### src/rtl/xpu_vpu_pc_tn_vlsu_pkg.sv
// Shared definitions for the VLSU load-uop sequencer: widths, state encoding
// and the mask helper used when a uop is captured.
package xpu_vpu_pc_tn_vlsu_pkg;

    localparam int UID_W  = 8;   // uop id width
    localparam int ENUM   = 16;  // elements per lane / mask width
    localparam int ELEN_W = 5;   // element count / index width

    typedef enum logic [1:0] {
        IDLE  = 2'd0,
        ISSUE = 2'd1,
        CMPLT = 2'd2
    } ld_seq_state_t;

    // An unmasked uop behaves as if every mask bit were set.
    function automatic logic [ENUM-1:0] eff_mask(input logic vm,
                                                 input logic [ENUM-1:0] mask);
        return vm ? {ENUM{1'b1}} : mask;
    endfunction

endpackage

### src/rtl/xpu_vpu_pc_tn_vlsu_ld_seq_if.sv
// Bundle of the uop-in, request-out and completion-out signals of the load
// sequencer. The master side is the surrounding pipeline, the slave side is
// the sequencer itself.
//
// Handshake rule for uop_* and req_*: a transfer happens on a rising clock
// edge where valid and ready are both high; once valid is raised the payload
// holds until that transfer (or a flush/reset), and ready may depend on the
// current cycle only. cmplt_* is a bare one-cycle pulse with no ready.
interface xpu_vpu_pc_tn_vlsu_ld_seq_if;
    import xpu_vpu_pc_tn_vlsu_pkg::*;

    logic              uop_vld;
    logic              uop_rdy;
    logic [UID_W-1:0]  uop_uid;
    logic [2:0]        uop_type;
    logic [1:0]        uop_eew;
    logic [1:0]        uop_nf;
    logic              uop_vm;
    logic [ENUM-1:0]   uop_vmask_data;
    logic [ELEN_W-1:0] uop_ele_len;
    logic [ELEN_W-1:0] uop_vstart_len;
    logic              uop_op_last;

    logic              req_vld;
    logic              req_rdy;
    logic [UID_W-1:0]  req_uid;
    logic [2:0]        req_type;
    logic [1:0]        req_eew;
    logic [3:0]        req_eidx;
    logic [1:0]        req_field;
    logic              req_last;

    logic              cmplt_vld;
    logic [UID_W-1:0]  cmplt_uid;
    logic              cmplt_op_last;

    modport master (
        output uop_vld, uop_uid, uop_type, uop_eew, uop_nf, uop_vm,
               uop_vmask_data, uop_ele_len, uop_vstart_len, uop_op_last,
        input  uop_rdy,
        input  req_vld, req_uid, req_type, req_eew, req_eidx, req_field, req_last,
        output req_rdy,
        input  cmplt_vld, cmplt_uid, cmplt_op_last
    );

    modport slave (
        input  uop_vld, uop_uid, uop_type, uop_eew, uop_nf, uop_vm,
               uop_vmask_data, uop_ele_len, uop_vstart_len, uop_op_last,
        output uop_rdy,
        output req_vld, req_uid, req_type, req_eew, req_eidx, req_field, req_last,
        input  req_rdy,
        output cmplt_vld, cmplt_uid, cmplt_op_last
    );

endinterface

### src/rtl/xpu_vpu_pc_tn_vlsu_ld_seq_rem.sv
// Remaining-active-element detect: is any active element left strictly
// above the current index and below the end of the range?
module xpu_vpu_pc_tn_vlsu_ld_seq_rem
    import xpu_vpu_pc_tn_vlsu_pkg::*;
(
    input  logic [ENUM-1:0]   mask,
    input  logic [ELEN_W-1:0] eidx,
    input  logic [ELEN_W-1:0] ele_len,
    output logic              rem_any
);

    logic [ENUM-1:0] rem_bits;

    // Keep only active bits in the window (eidx, ele_len).
    always_comb begin
        rem_bits = '0;
        for (int j = 0; j < ENUM; j++) begin
            if ((ELEN_W'(j) > eidx) && (ELEN_W'(j) < ele_len)) begin
                rem_bits[j] = mask[j];
            end
        end
    end

    assign rem_any = |rem_bits;

endmodule

### src/rtl/xpu_vpu_pc_tn_vlsu_ld_seq.sv
// Load-uop sequencer: expands one captured load uop into per-element,
// per-field requests toward the VLSU load pipe, skips masked-off elements at
// one per cycle, and pulses completion once the whole range is walked.
module xpu_vpu_pc_tn_vlsu_ld_seq
    import xpu_vpu_pc_tn_vlsu_pkg::*;
(
    input  logic                          forever_cpuclk,
    input  logic                          vpu_rst,
    input  logic                          vlsu_ld_flush,
    xpu_vpu_pc_tn_vlsu_ld_seq_if.slave    ld_if,
    output ld_seq_state_t                 state_dbg
);

    ld_seq_state_t     state;
    logic [UID_W-1:0]  uid_q;
    logic [2:0]        type_q;
    logic [1:0]        eew_q;
    logic [1:0]        nf_q;
    logic [ENUM-1:0]   mask_q;     // effective mask, vm already folded in
    logic [ELEN_W-1:0] ele_len_q;
    logic [ELEN_W-1:0] eidx_q;
    logic [1:0]        field_q;
    logic              op_last_q;

    logic              kill;
    logic              elem_act;
    logic              field_end;
    logic [ELEN_W-1:0] eidx_inc;
    logic              range_end;
    logic              rem_any;

    // Reset and flush both suppress every handshake in the current cycle.
    assign kill      = vpu_rst | vlsu_ld_flush;
    assign elem_act  = mask_q[eidx_q[3:0]];
    assign field_end = (field_q == nf_q);
    assign eidx_inc  = eidx_q + ELEN_W'(1);
    assign range_end = (eidx_inc == ele_len_q);

    xpu_vpu_pc_tn_vlsu_ld_seq_rem u_rem (
        .mask    (mask_q),
        .eidx    (eidx_q),
        .ele_len (ele_len_q),
        .rem_any (rem_any)
    );

    assign ld_if.uop_rdy       = (state == IDLE) && !kill;
    assign ld_if.req_vld       = (state == ISSUE) && elem_act && !kill;
    assign ld_if.req_uid       = uid_q;
    assign ld_if.req_type      = type_q;
    assign ld_if.req_eew       = eew_q;
    assign ld_if.req_eidx      = eidx_q[3:0];
    assign ld_if.req_field     = field_q;
    assign ld_if.req_last      = field_end && !rem_any;
    assign ld_if.cmplt_vld     = (state == CMPLT) && !kill;
    assign ld_if.cmplt_uid     = uid_q;
    assign ld_if.cmplt_op_last = op_last_q;
    assign state_dbg           = state;

    // Sequencer FSM with capture, element and field counters.
    always_ff @(posedge forever_cpuclk) begin
        if (vpu_rst) begin
            state     <= IDLE;
            uid_q     <= '0;
            type_q    <= '0;
            eew_q     <= '0;
            nf_q      <= '0;
            mask_q    <= '0;
            ele_len_q <= '0;
            eidx_q    <= '0;
            field_q   <= '0;
            op_last_q <= 1'b0;
        end else if (vlsu_ld_flush) begin
            state <= IDLE;
        end else begin
            case (state)
                IDLE: begin
                    if (ld_if.uop_vld) begin
                        uid_q     <= ld_if.uop_uid;
                        type_q    <= ld_if.uop_type;
                        eew_q     <= ld_if.uop_eew;
                        nf_q      <= ld_if.uop_nf;
                        mask_q    <= eff_mask(ld_if.uop_vm, ld_if.uop_vmask_data);
                        ele_len_q <= ld_if.uop_ele_len;
                        op_last_q <= ld_if.uop_op_last;
                        eidx_q    <= ld_if.uop_vstart_len;
                        field_q   <= '0;
                        state     <= (ld_if.uop_vstart_len >= ld_if.uop_ele_len) ? CMPLT : ISSUE;
                    end
                end
                ISSUE: begin
                    if (elem_act) begin
                        if (ld_if.req_rdy) begin
                            if (field_end) begin
                                field_q <= '0;
                                eidx_q  <= eidx_inc;
                                if (range_end) state <= CMPLT;
                            end else begin
                                field_q <= field_q + 2'd1;
                            end
                        end
                    end else begin
                        eidx_q <= eidx_inc;
                        if (range_end) state <= CMPLT;
                    end
                end
                CMPLT: begin
                    state <= IDLE;
                end
                default: begin
                    state <= IDLE;
                end
            endcase
        end
    end

endmodule

### src/flat_wrapper.sv
// flat-port wrapper written by rule: the top's interface ports become plain ports
module xpu_vpu_pc_tn_vlsu_ld_seq_flat import xpu_vpu_pc_tn_vlsu_pkg::*;
  (forever_cpuclk, vpu_rst, vlsu_ld_flush, state_dbg, ld_if_uop_vld, ld_if_uop_uid, ld_if_uop_type, ld_if_uop_eew, ld_if_uop_nf, ld_if_uop_vm, ld_if_uop_vmask_data, ld_if_uop_ele_len, ld_if_uop_vstart_len, ld_if_uop_op_last, ld_if_uop_rdy, ld_if_req_vld, ld_if_req_uid, ld_if_req_type, ld_if_req_eew, ld_if_req_eidx, ld_if_req_field, ld_if_req_last, ld_if_req_rdy, ld_if_cmplt_vld, ld_if_cmplt_uid, ld_if_cmplt_op_last);
  xpu_vpu_pc_tn_vlsu_ld_seq_if ld_if_i ();
  input  logic forever_cpuclk;
  input  logic vpu_rst;
  input  logic vlsu_ld_flush;
  output ld_seq_state_t state_dbg;
  input wire logic [$bits(ld_if_i.uop_vld)-1:0] ld_if_uop_vld;
  input wire logic [$bits(ld_if_i.uop_uid)-1:0] ld_if_uop_uid;
  input wire logic [$bits(ld_if_i.uop_type)-1:0] ld_if_uop_type;
  input wire logic [$bits(ld_if_i.uop_eew)-1:0] ld_if_uop_eew;
  input wire logic [$bits(ld_if_i.uop_nf)-1:0] ld_if_uop_nf;
  input wire logic [$bits(ld_if_i.uop_vm)-1:0] ld_if_uop_vm;
  input wire logic [$bits(ld_if_i.uop_vmask_data)-1:0] ld_if_uop_vmask_data;
  input wire logic [$bits(ld_if_i.uop_ele_len)-1:0] ld_if_uop_ele_len;
  input wire logic [$bits(ld_if_i.uop_vstart_len)-1:0] ld_if_uop_vstart_len;
  input wire logic [$bits(ld_if_i.uop_op_last)-1:0] ld_if_uop_op_last;
  output wire logic [$bits(ld_if_i.uop_rdy)-1:0] ld_if_uop_rdy;
  output wire logic [$bits(ld_if_i.req_vld)-1:0] ld_if_req_vld;
  output wire logic [$bits(ld_if_i.req_uid)-1:0] ld_if_req_uid;
  output wire logic [$bits(ld_if_i.req_type)-1:0] ld_if_req_type;
  output wire logic [$bits(ld_if_i.req_eew)-1:0] ld_if_req_eew;
  output wire logic [$bits(ld_if_i.req_eidx)-1:0] ld_if_req_eidx;
  output wire logic [$bits(ld_if_i.req_field)-1:0] ld_if_req_field;
  output wire logic [$bits(ld_if_i.req_last)-1:0] ld_if_req_last;
  input wire logic [$bits(ld_if_i.req_rdy)-1:0] ld_if_req_rdy;
  output wire logic [$bits(ld_if_i.cmplt_vld)-1:0] ld_if_cmplt_vld;
  output wire logic [$bits(ld_if_i.cmplt_uid)-1:0] ld_if_cmplt_uid;
  output wire logic [$bits(ld_if_i.cmplt_op_last)-1:0] ld_if_cmplt_op_last;
  assign ld_if_i.uop_vld = ld_if_uop_vld;
  assign ld_if_i.uop_uid = ld_if_uop_uid;
  assign ld_if_i.uop_type = ld_if_uop_type;
  assign ld_if_i.uop_eew = ld_if_uop_eew;
  assign ld_if_i.uop_nf = ld_if_uop_nf;
  assign ld_if_i.uop_vm = ld_if_uop_vm;
  assign ld_if_i.uop_vmask_data = ld_if_uop_vmask_data;
  assign ld_if_i.uop_ele_len = ld_if_uop_ele_len;
  assign ld_if_i.uop_vstart_len = ld_if_uop_vstart_len;
  assign ld_if_i.uop_op_last = ld_if_uop_op_last;
  assign ld_if_uop_rdy = ld_if_i.uop_rdy;
  assign ld_if_req_vld = ld_if_i.req_vld;
  assign ld_if_req_uid = ld_if_i.req_uid;
  assign ld_if_req_type = ld_if_i.req_type;
  assign ld_if_req_eew = ld_if_i.req_eew;
  assign ld_if_req_eidx = ld_if_i.req_eidx;
  assign ld_if_req_field = ld_if_i.req_field;
  assign ld_if_req_last = ld_if_i.req_last;
  assign ld_if_i.req_rdy = ld_if_req_rdy;
  assign ld_if_cmplt_vld = ld_if_i.cmplt_vld;
  assign ld_if_cmplt_uid = ld_if_i.cmplt_uid;
  assign ld_if_cmplt_op_last = ld_if_i.cmplt_op_last;
  xpu_vpu_pc_tn_vlsu_ld_seq u_core (.forever_cpuclk(forever_cpuclk), .vpu_rst(vpu_rst), .vlsu_ld_flush(vlsu_ld_flush), .ld_if(ld_if_i), .state_dbg(state_dbg));
endmodule
### config.mk
export PLATFORM = sky130hd
export DESIGN_NAME = xpu_vpu_pc_tn_vlsu_ld_seq_flat
export DESIGN_NICKNAME = d
export VERILOG_FILES = /design/src/rtl/xpu_vpu_pc_tn_vlsu_pkg.sv /design/src/rtl/xpu_vpu_pc_tn_vlsu_ld_seq_if.sv /design/src/rtl/xpu_vpu_pc_tn_vlsu_ld_seq_rem.sv /design/src/rtl/xpu_vpu_pc_tn_vlsu_ld_seq.sv /design/src/flat_wrapper.sv
export SDC_FILE = /design/constraint.sdc
export NUM_CORES = 1
export LEC_CHECK = 0
export ABC_AREA = 1
export BUFFER_PORTS_ARGS = -buffer_cell sky130_fd_sc_hd__buf_4
export CORE_MARGIN = 8
export CORE_UTILIZATION = 48
export DETAILED_ROUTE_END_ITERATION = 10
export GPL_TIMING_DRIVEN = 0
export PLACE_DENSITY = 0.85
export SYNTH_ARGS = -nofsm -noshare
export SYNTH_HDL_FRONTEND = slang
export SYNTH_SLANG_ARGS = --single-unit
### constraint.sdc
create_clock -name forever_cpuclk -period 1.6 [get_ports forever_cpuclk]
set_input_delay 0.16 -clock forever_cpuclk [delete_from_list [all_inputs] [get_ports forever_cpuclk]]
set_output_delay 0.16 -clock forever_cpuclk [all_outputs]
set_load 0.02 [all_outputs]
=== Word level (Yosys, flattened, before mapping) ===
Index checks and enable logic that the tools add are counted.

* Flip-flop bits (word level): 46
* Latch bits: 0
* Bits in writable memories: 0
* ROM bits: 0
* Input bits: 48
* Output and inout bits: 34
* Word-level logic and storage cells: 124
* Memories: 0

* $add $sub $neg: 2
* $mul: 0
* Divide/modulo/power cells: 0
* Order comparisons: 34
* Equal/unequal tests: 9
* Shifts and indexed selects: 0
* Multiplexer cells: 36
* Bitwise gates (word level): 2
* Reduce and logical (&&, ||, !) cells: 31

{| class="wikitable"
|+ Operators by type and width
! cell !! number
|-
| 4-bit by 5-bit greater-than comparator with 1-bit output, first input constant || 8
|-
| 4-bit by 5-bit less-than comparator with 1-bit output, first input constant || 8
|-
| 1-bit logical AND || 21
|-
| 3-bit by 5-bit greater-than comparator with 1-bit output, first input constant || 4
|-
| 3-bit by 5-bit less-than comparator with 1-bit output, first input constant || 4
|-
| 2-bit two-way mux || 10
|-
| 5-bit two-way mux || 4
|-
| 1-bit two-way mux || 17
|-
| 16-bit two-way mux || 1
|-
| 16-bit OR reduction || 1
|-
| 1-bit by 5-bit greater-than comparator with 1-bit output, first input constant || 2
|-
| 2-bit by 5-bit greater-than comparator with 1-bit output, first input constant || 2
|-
| 1-bit by 5-bit less-than comparator with 1-bit output, first input constant || 2
|-
| 2-bit by 5-bit less-than comparator with 1-bit output, first input constant || 2
|-
| 5-bit case mux with 2 select lines || 1
|-
| 5-bit AND reduction || 2
|-
| 2-bit case mux with 2 select lines || 2
|-
| 3-bit != test, second input constant || 2
|-
| 3-bit AND reduction || 2
|-
| 5-bit by 1-bit adder with 5-bit output, second input constant || 1
|-
| 5-bit == test || 1
|-
| 5-bit greater-or-equal comparator || 1
|-
| 4-bit by 5-bit less-than comparator with 1-bit output, second input constant || 1
|-
| 1-bit binary-select mux with 4-bit select || 1
|-
| 12 further kinds || 14
|}

=== Logic depth before layout (Yosys ltp) ===
Gate-level depths: netlist (run 1).

* Depth after elaboration: 7
* Gate-level depth with buffers: 12
* Depth with buffers taken out: 11

=== Modules after synthesis ===
A second synthesis (run 1) with hierarchy kept.

* Cells, all modules: 453
* Area, all modules: 2919.0 um2

{| class="wikitable"
|+ By module, submodules not included
! module !! instances !! cells each !! area each (um2) !! sequential area each (um2)
|-
| xpu_vpu_pc_tn_vlsu_ld_seq || 1 || 350 || 2453.6 || 920.9
|-
| xpu_vpu_pc_tn_vlsu_ld_seq_rem || 1 || 103 || 465.4 || 0.0
|}

=== Worst setup path after synthesis (run 1) ===
Ideal clock, no wire load.

* Path type: reg2out
* Start: register u_core.eidx_q[0]
* End: output ld_if_req_last
* Arrival time: 1562 ps
* Data required time: 1440 ps
* Slack: -122 ps
* Stages on the path, launching flop included: 12
* Path buffers: 1
* Cell sequence: dfxtp_1 -> inv_2 -> buf_6 -> ha_1 -> inv_1 -> o21ai_0 -> o21ai_0 -> nand3_1 -> nand3_1 -> nor2_1 -> nand2_1 -> nor2_1

* Word-level cells in the longest chain between the ends: 6
* Elaborated cells between the ends (all ways): 51
* Those cells by class: order compare: 16; mux: 16; reduce/logical: 19

{| class="wikitable"
|+ Ends and longest elaborated chain
! item !! RTL line !! source
|-
| start: declaration || xpu_vpu_pc_tn_vlsu_ld_seq.sv:21 || <nowiki>logic [ELEN_W-1:0] eidx_q;</nowiki>
|-
| start signal: assignment || xpu_vpu_pc_tn_vlsu_ld_seq.sv:85 || <nowiki>eidx_q <= ld_if.uop_vstart_len;</nowiki>
|-
| start signal: assignment || xpu_vpu_pc_tn_vlsu_ld_seq.sv:95 || <nowiki>eidx_q <= eidx_inc;</nowiki>
|-
| start signal: assignment || xpu_vpu_pc_tn_vlsu_ld_seq.sv:102 || <nowiki>eidx_q <= eidx_inc;</nowiki>
|-
| 1-bit by 5-bit greater-than comparator with 1-bit output, or another cell as far along || xpu_vpu_pc_tn_vlsu_ld_seq_rem.sv:18 || <nowiki>if ((ELEN_W'(j) > eidx) && (ELEN_W'(j) < ele_len)) begin</nowiki>
|-
| 1-bit logical AND || xpu_vpu_pc_tn_vlsu_ld_seq_rem.sv:18 ||
|-
| 1-bit two-way mux || xpu_vpu_pc_tn_vlsu_ld_seq_rem.sv:18 ||
|-
| 16-bit OR reduction * || xpu_vpu_pc_tn_vlsu_ld_seq_rem.sv:24 || <nowiki>assign rem_any = |rem_bits;</nowiki>
|-
| 1-bit zero test * || xpu_vpu_pc_tn_vlsu_ld_seq.sv:53 || <nowiki>assign ld_if.req_last = field_end && !rem_any;</nowiki>
|-
| 1-bit logical AND * || xpu_vpu_pc_tn_vlsu_ld_seq.sv:53 ||
|-
| end: declaration || flat_wrapper.sv:26 || <nowiki>output wire logic [$bits(ld_if_i.req_last)-1:0] ld_if_req_last;</nowiki>
|}

Mark *: on every way between the ends. The rest lies on a longest branch, timed or not.

=== Final worst setup path (run 1) ===
Ends and elaborated chain as after synthesis.

==> results of run 1 <==
## state kept, by name (all words and copies together) (netlist names)
name and cells:
u_core.state_dbg 2, u_core.eidx_q 5, u_core.mask_q 16, u_core.ld_if.req_field 2, u_core.ld_if.req_type 3, u_core.ld_if.req_eew 2, u_core.nf_q 2, u_core.ele_len_q 5
u_core.ld_if.cmplt_uid 8, u_core.ld_if.cmplt_op_last 1
## routing by layer
layer	global-route usage (%)	part of all wire (%)	vias to the layer above
met5	0	0	-
met3	4.37	7.9	15
met2	35.1	48	154
met4	8.06	1.9	0
met1	28.1	42	1533
li1	-	-	1647
## area by class of cell
cell class	count	area [um2]
fill	504	1840
clock inverter	2	37.5
clock buffer	6	72.6
multi-input combinational	310	1790
inverter	63	243
sequential	46	935
buffer	28	194
tap	75	93.8
timing repair buffer	95	748
## through the flow
stage / total power, mW / util (%)
after detailed placement: 2.39 / 61.7
final: 3.46 / 69.1
after global routing: 3.62 / 69.1
after CTS: 3.40 / 67.7
after global placement: 2.38 / 61.7
after floorplan: 2.01 / -
## cell families after synthesis
family | share of synthesized area [%]
buffers and inverters | 14.7
and+or+nand+nor | 35.5
DFF | 31.0
adders and majority gates | 3.37
xor gates and xnor gates | 0.590
AOI/OAI and AO/OA | 14.9
## cell usage after synthesis (2+ instances only)
master,n,share of area [%]
sky130_fd_sc_hd__o211ai_1,2,0.51
sky130_fd_sc_hd__xnor2_1,2,0.59
sky130_fd_sc_hd__buf_4,12,3.0
sky130_fd_sc_hd__buf_6,4,1.5
sky130_fd_sc_hd__nand3_1,30,5.1
sky130_fd_sc_hd__nor2_2,9,1.9
sky130_fd_sc_hd__nand3_4,3,1.8
sky130_fd_sc_hd__dfxtp_1,46,31
sky130_fd_sc_hd__inv_1,53,6.7
sky130_fd_sc_hd__clkbuf_1,8,1.0
sky130_fd_sc_hd__o311ai_0,2,0.59
sky130_fd_sc_hd__a211oi_1,14,3.5
sky130_fd_sc_hd__nand4_1,12,2.5
sky130_fd_sc_hd__o21ai_0,33,5.6
sky130_fd_sc_hd__nor3_1,16,2.7
sky130_fd_sc_hd__inv_2,7,0.88
sky130_fd_sc_hd__buf_2,6,1.0
sky130_fd_sc_hd__nor2_1,55,7.0
sky130_fd_sc_hd__ha_1,8,3.4
sky130_fd_sc_hd__nand2_1,87,11
sky130_fd_sc_hd__nand2_2,3,0.63
sky130_fd_sc_hd__nor2_4,2,0.76
sky130_fd_sc_hd__a21oi_1,19,3.2
## timing repair
| item | 4_1_cts | 5_1_grt |
|---|---|---|
| gates cloned | 0 | 0 |
| pin swaps | 12 | 11 |
| hold buffers | 0 | 0 |
| gates resized for setup | 45 | 27 |
| endpoints found under the setup margin | 32 | 34 |
| buffers inserted | 14 | 1 |
## layout by cell type, fill, tap and decap left out, drive strengths merged, types with 2 or more instances in the layout
master,count
o21ai,35
nand2,91
or2,2
inv,62
nand4,12
nand3,34
nor3,18
buf,116
xnor2,2
o211ai,2
ha,8
a21oi,19
a211oi,14
clkbuf,13
dfxtp,46
nor2,66
o311ai,2
## power groups by stage
stage / sequential (mW) / clock, mW / combinational, mW
CTS: 1.32 / 0.876 / 1.20
finish: 1.33 / 0.873 / 1.25
detailed placement: 1.35 / 0 / 1.04
global placement: 1.35 / 0 / 1.03
global route: 1.34 / 0.925 / 1.36
floorplan: 1.36 / 0 / 0.651
## worst max path at each step
stage                             startpoint        endpoint  slack, ns  depth (start not counted)
6_report       u_core.eidx_q[0]$_SDFFE_PP0P_  ld_if_req_last      -0.37                         10
5_1_grt        u_core.eidx_q[0]$_SDFFE_PP0P_  ld_if_req_last      -0.45                         11
3_3_place_gp   u_core.eidx_q[0]$_SDFFE_PP0P_  ld_if_req_last      -0.39                         12
4_1_cts        u_core.eidx_q[0]$_SDFFE_PP0P_  ld_if_req_last      -0.39                         12
3_5_place_dp   u_core.eidx_q[0]$_SDFFE_PP0P_  ld_if_req_last      -0.35                         12
2_1_floorplan  u_core.eidx_q[0]$_SDFFE_PP0P_  ld_if_req_last      -0.01                         11
## critical path: cells and delay by family (launching register included)
family	cells	cell delay (ns)
and+or+nand+nor	5	0.45
DFF	1	0.39
buffers and inverters	2	0.25
AOI/OAI and AO/OA	2	0.22
adders and majority gates	1	0.20
==> reports/results.env, run 1 <==
HOLDCRITPATHCLASS='in -> reg'
DP_HPWL_MM=7.59
SWITCHINGPOWER_mW=1.22
FINAL_INSTANCE_COUNT_WITHOUT_FILLER_CELLS=625
FIRST_GLOBAL_VIAS=3212
FINAL_HOLD_VIOL_COUNT=0
CRIT-REG2REG-CAPTURE='u_core.eidx_q[1]$_SDFFE_PP0P_'
IO_PINS=82
CTS-BUFFERS-INSERTED=5
GRT_MAX_DEGREE=15
VIOLATIONS_IN_THE_FINAL_REPORTS='setup timing'
SYNTH_EDF_COUNT=0
FMAX_MHz=507
SYNTH_SEQ_AREA_SHARE_PCT=31.0
CELL_ROWS=28
R2R.WORST_PATH.CELLS=11
PATH_CLK_SLEW_NS=0.09
CORE_AREA_UM2=5960
GRT_SETUP_UNREPAIRED='true'
POSTROUTEWIRELENGTH_MM=9.90
RUN_STATUS='finished with violations'
CTS.SINK_COUNT=46
HOLD-PATH-ENDPOINT='u_core.ld_if.cmplt_uid[2]$_SDFFE_PP0P_'
CRIT_REQUIRED_NS=1.44
POST-PLACE-WS_NS=-0.348
CTS.HTREE.LEVELS=2
START_UTIL_PCT=49.9
CRITPATHKIND='reg -> out'
LAYOUT.NETS=605
DR_TOTAL_VIAS=3349
CRITPATHSLOWESTCELL='sky130_fd_sc_hd__dfxtp_4'
FINAL.HOLD.WORST_SLACK_NS=0.0781
WORSTREG2REGSTART='u_core.eidx_q[0]$_SDFFE_PP0P_'
YS_WARN_COUNT=0
MAPPEDNETLISTNETS=505
SYNTH_SEQ_CELLS=46
END_KIND='output pin'
POWER.DENSITY_CELL_AREA_nW_PER_UM2=840
POST_DP_CELL_AREA_UM2=3670
POWER.SHARE.CLOCK_PCT=25.2
COMBPWRFRAC_PCT=36.2
PORTBUFFERS=80
DRC_ERRORS=0
DETAIL_ROUTE.VIAS_PER_CELL=5.36
MAX-CLOCK-PATH-BUFFERS=2
MAXCAPVIOLATIONS=0
WORST_SKEW_PAIR.LATE_LATENCY_NS=0.30
DIE_X_UM=94.7
AREA_GROWTH_PCT=38.6
FINALCRITPERIODSHARE_PCT=123
SYN_AREA_UM2=2970
R2R_SETUP_SLACK_NS=-0.28
FINAL-MAX-SLEW-VIOLATION-COUNT=0
POST-ROUTE-WORST-SETUP-SLACK_NS=-0.372
WORSTPATHCELLLIST='buf_6, ha_2, nand2_1, nand3_1, nand2_1, nand2_1, a21oi_1, a21o_1, nor2_2, buf_6'
MAX_SLEW.WORST_PIN.SLEW_NS=0.677
SYNTH-ASYNC-RESET-RATIO_PCT=0
CTS_ROOT_BUF='sky130_fd_sc_hd__clkbuf_8'
MAX-SLEW-MARGIN-REL_PCT=54.8
POWER.SWITCHING_FRACTION_PCT=35.2
ANTENNA_VIOLATIONS_BEFORE_REPAIR=0
TRITONCTS='done'
PLACE_INST=604
SETUP_TOTAL_NEGATIVE_SLACK_NS=-2.46
GRT.OVERFLOW.TOTAL=0
GLOBAL_ROUTE.USAGE.TOTAL_PCT=21.8
STATIC-LEAKAGE-POWER_nW=1.96
NUMBER_OF_DIFFERENT_LIBRARY_CELLS_IN_THE_POST_SYNTHESIS_NETLIST=39
VDD_DROP_MAX_mV=0.512
FINAL_DESIGN_AREA_NO_FILL_UM2=4120
DRT.ANTENNA.VIOLATING_NETS=0
FIRST_ITER_VIOLATIONS=264
TIMING.HOLD.WORST.START='ld_if_uop_uid[2]'
MIN_PERIOD_NS=1.97
SYNTHESIS.INSTANCES=449
POWER.SHARE.SEQUENTIAL_PCT=38.5
FLOORPLAN.DIE_AREA_UM2=8960
CRITICAL_PATH.MOST_COMMON_CELL='sky130_fd_sc_hd__nand2_1'
START_KIND='flip-flop'
DIE_H_UM=94.7
DRIVE_GT1_SHARE_PCT=37.1
SYNTH_FLOP_CELL='sky130_fd_sc_hd__dfxtp_1'
TIMING.FINAL.SETUP_VIOLATIONS=21
WORST_CLOCK_SKEW_NS=0.00359
ANTENNADIODECOUNT=0
AVGSYNTHCELLAREA_UM2=6.62
GP_CONGESTION=0.949
CELLINTERNALPOWER_mW=2.24
WORST_PATH_LARGEST_CELL_DELAY_NS=0.39
GRT_FIRST_PASS_WIRELENGTH_MM=15.7
CRITICAL_PATH.MAX_FANOUT=4
DRT_PRE_ANTENNA_ITERS=7
MIN_PATH_CELLS=3
CRITPATHARRIVALTIME_NS=1.81
WL_PER_CELL_UM=15.8
Power figures use the tool's default switching activity.
==> run 2, diff against run 1 <==
- CELL_PAD_IN_SITES_DETAIL_PLACEMENT: not set -> 0
- CELL_PAD_IN_SITES_GLOBAL_PLACEMENT: not set -> 1
- CORE_UTILIZATION: 48 -> 33
==> run 2 against run 1 <==
First-iteration DRC count increased by 15%; core utilization decreased by 21 points; sequential cell count unchanged; highest routed layer unchanged; die area increased by 37%; global-route usage decreased by 6.6 points; setup slack got worse by 0.010 ns; register-to-register slack improved by 0.12 ns; the run still ends with setup timing left.
==> reports/results.env, run 2 (synthesis results as in run 1) <==
FINALCRITPERIODSHARE_PCT=124  # was 123%
WL_PER_CELL_UM=14.8  # was 15.8 um
GRTUSAGEMET3_PCT=3.19  # was 4.37%
CORE_AREA_UM2=8720  # was 5960 um2
CRITPATHARRIVALTIME_NS=1.82  # was 1.81 ns
GRT.MET1_USAGE_PCT=19.0  # was 28.1%
CELL_ROWS=34  # was 28
POST-PLACE-WS_NS=-0.291  # was -0.348 ns
DIE_X_UM=111  # was 94.7 um
IO_PINS=82  # unchanged
MIN_PERIOD_NS=1.98  # was 1.97 ns
FINAL.HOLD.WORST_SLACK_NS=0.0644  # was 0.0781 ns
WORST_PATH_LARGEST_CELL_DELAY_NS=0.37  # was 0.39 ns
FIRST_ITER_VIOLATIONS=303  # was 264
WORST_SKEW_PAIR.LATE_LATENCY_NS=0.31  # was 0.30 ns
HOLDCRITPATHCLASS='in -> reg'  # unchanged
VDD_DROP_MAX_mV=0.424  # was 0.512 mV
DP_HPWL_MM=7.56  # was 7.59 mm
REGMOSTFLOPS='u_core.mask_q'  # unchanged
CTS.SINK_COUNT=46  # unchanged
ANTENNA_VIOLATIONS_BEFORE_REPAIR=0  # unchanged
RUN_STATUS='finished with violations'  # unchanged
FINAL-MAX-SLEW-VIOLATION-COUNT=0  # unchanged
START_KIND='flip-flop'  # unchanged
GLOBAL_ROUTE.USAGE.TOTAL_PCT=15.2  # was 21.8%
DRT.ANTENNA.VIOLATING_NETS=0  # unchanged
FINAL_INSTANCE_COUNT_WITHOUT_FILLER_CELLS=662  # was 625
MAXCAPVIOLATIONS=0  # unchanged
PATH_CLK_SLEW_NS=0.10  # was 0.09 ns
FIRST_GLOBAL_VIAS=3250  # was 3,212
WORSTPATHCELLLIST='buf_6, nand2_1, inv_1, o21ai_0, nand3_1, nand3_1, a21oi_2, nand2_1, nor2_2, buf_6'  # was buf_6, ha_2, nand2_1, nand3_1, nand2_1, nand2_1, a21oi_1, a21o_1, nor2_2, buf_6
CRIT_REQUIRED_NS=1.44  # about the same
DRIVE_GT1_SHARE_PCT=36.3  # was 37.1%
GLOBAL_ROUTING_MET2_RESOURCE_UTILIZATION_PCT=25.7  # was 35.1%
AREA_GROWTH_PCT=40.9  # was 38.6%
CRITICAL_PATH.MAX_FANOUT=5  # was 4
POST-LAYOUT-TOTAL-POWER_mW=3.49  # was 3.46 mW
CTS_ROOT_BUF='sky130_fd_sc_hd__clkbuf_8'  # unchanged
POST_DP_CELL_AREA_UM2=3710  # was 3670 um2
DR_TOTAL_VIAS=3274  # was 3,349
LARGEST_REG_FLOPS=16  # unchanged
UTILIZATION_PCT=48.0  # was 69.1%
MAX-CLOCK-PATH-BUFFERS=2  # unchanged
STATIC-LEAKAGE-POWER_nW=2.00  # was 1.96 nW
CRITPATHKIND='reg -> out'  # unchanged
MOST_COMMON_CELL_AFTER_LAYOUT_FILL_AND_TAPS_ASIDE='sky130_fd_sc_hd__buf_4'  # unchanged
TRITONCTS='done'  # unchanged
DIE_H_UM=111  # was 94.7 um
SETUP_TOTAL_NEGATIVE_SLACK_NS=-1.62  # was -2.46 ns
CTS-BUFFERS-INSERTED=5  # unchanged
FLOORPLAN.DIE_AREA_UM2=12300  # was 8960 um2
POST-ROUTE-WORST-SETUP-SLACK_NS=-0.382  # was -0.372 ns
MAX-SLEW-MARGIN-REL_PCT=55.8  # was 54.8%
POWER.DENSITY_CELL_AREA_nW_PER_UM2=835  # was 840 nW/um2
ANTENNADIODECOUNT=0  # unchanged
VIOLATIONS_IN_THE_FINAL_REPORTS='setup timing'  # unchanged
DRT_PRE_ANTENNA_ITERS=5  # was 7
POSTROUTEWIRELENGTH_MM=9.78  # was 9.90 mm
FMAX_MHz=504  # was 507 MHz
START_UTIL_PCT=34.1  # was 49.9%
TIMING.FINAL.SETUP_VIOLATIONS=9  # was 21
GRT_SETUP_UNREPAIRED='true'  # unchanged
DRC_ERRORS=0  # unchanged
CTS.HTREE.LEVELS=2  # unchanged
MAX_SLEW.WORST_PIN.SLEW_NS=0.655  # was 0.677 ns
END_KIND='output pin'  # unchanged
PORTBUFFERS=80  # unchanged
GP_CONGESTION=0.898  # was 0.949
FINAL_HOLD_VIOL_COUNT=0  # unchanged
FINAL_DESIGN_AREA_NO_FILL_UM2=4190  # was 4120 um2
WORST_CLOCK_SKEW_NS=0.00813  # was 0.00359 ns
GLOBALROUTE.BUSIESTLAYER='met2'  # unchanged
GRT_MAX_DEGREE=17  # was 15
CRITPATHSLOWESTCELL='sky130_fd_sc_hd__dfxtp_2'  # was sky130_fd_sc_hd__dfxtp_4
DETAIL_ROUTE.VIAS_PER_CELL=4.95  # was 5.36
LAYOUT.NETS=609  # was 605
MOST-COMMON-LAYOUT-CELLS='103 x sky130_fd_sc_hd__buf_4, 82 x sky130_fd_sc_hd__nand2_1, 51 x sky130_fd_sc_hd__inv_1'  # was 100 x sky130_fd_sc_hd__buf_4, 78 x sky130_fd_sc_hd__nand2_1, 47 x sky130_fd_sc_hd__inv_1
GRT.OVERFLOW.TOTAL=0  # unchanged
GRT_FIRST_PASS_WIRELENGTH_MM=15.8  # was 15.7 mm
PLACE_INST=637  # was 604
-- run 2: layer usage --
layer | vias to the layer above | share of wire, % | routed length, um
li1 | 1662 | - | -
met1 | 1483 | 45 | 4370
met5 | - | 0 | 0
met4 | 0 | 1.3 | 132
met2 | 115 | 47 | 4610
met3 | 14 | 6.8 | 664
-- run 2: worst max-delay path: cells and delay by family (launching register included) --
kind / cells / cell delay [ns]
flip-flops: 1 / 0.37
AND/OR/NAND/NOR: 5 / 0.45
buffers and inverters: 3 / 0.41
AO/OA/AOI/OAI: 2 / 0.29
-- run 2: final timing paths --
check                                startpoint                                     end  slack, ns  depth (start not counted)
setup reg to reg  u_core.eidx_q[0]$_SDFFE_PP0P_           u_core.eidx_q[4]$_SDFFE_PP0P_      -0.16                         10
hold reg to reg     u_core.nf_q[1]$_SDFFE_PP0P_             u_core.nf_q[1]$_SDFFE_PP0P_       0.48                          2
setup / recovery  u_core.eidx_q[2]$_SDFFE_PP0P_                          ld_if_req_last      -0.38                         10
hold / removal                 ld_if_uop_uid[0]  u_core.ld_if.cmplt_uid[0]$_SDFFE_PP0P_       0.06                          3
-- run 2: layout make-up --
type | count | area, um2
plain buffers | 29 | 206
repair buffers | 98 | 764
well taps | 108 | 135
clock buffers | 5 | 68.8
clock inverters | 3 | 47.5
inverters | 63 | 246
fillers | 840 | 4540
flip-flops and latches | 46 | 945
multi-input cells | 310 | 1770
-- run 2: power by group --
group | internal, mW | total [mW] | switching (mW)
Combinational | 0.535 | 1.23 | 0.694
Clock | 0.477 | 0.928 | 0.450
Sequential | 1.24 | 1.34 | 0.0966
-- run 2: timing repair --
item / CTS / global route
pin swaps: 15 / 14
setup endpoints to repair: 25 / 33
resized for setup: 34 / 35
gates cloned: 1 / 1
setup buffers: 13 / 5
hold buffers: 0 / 0
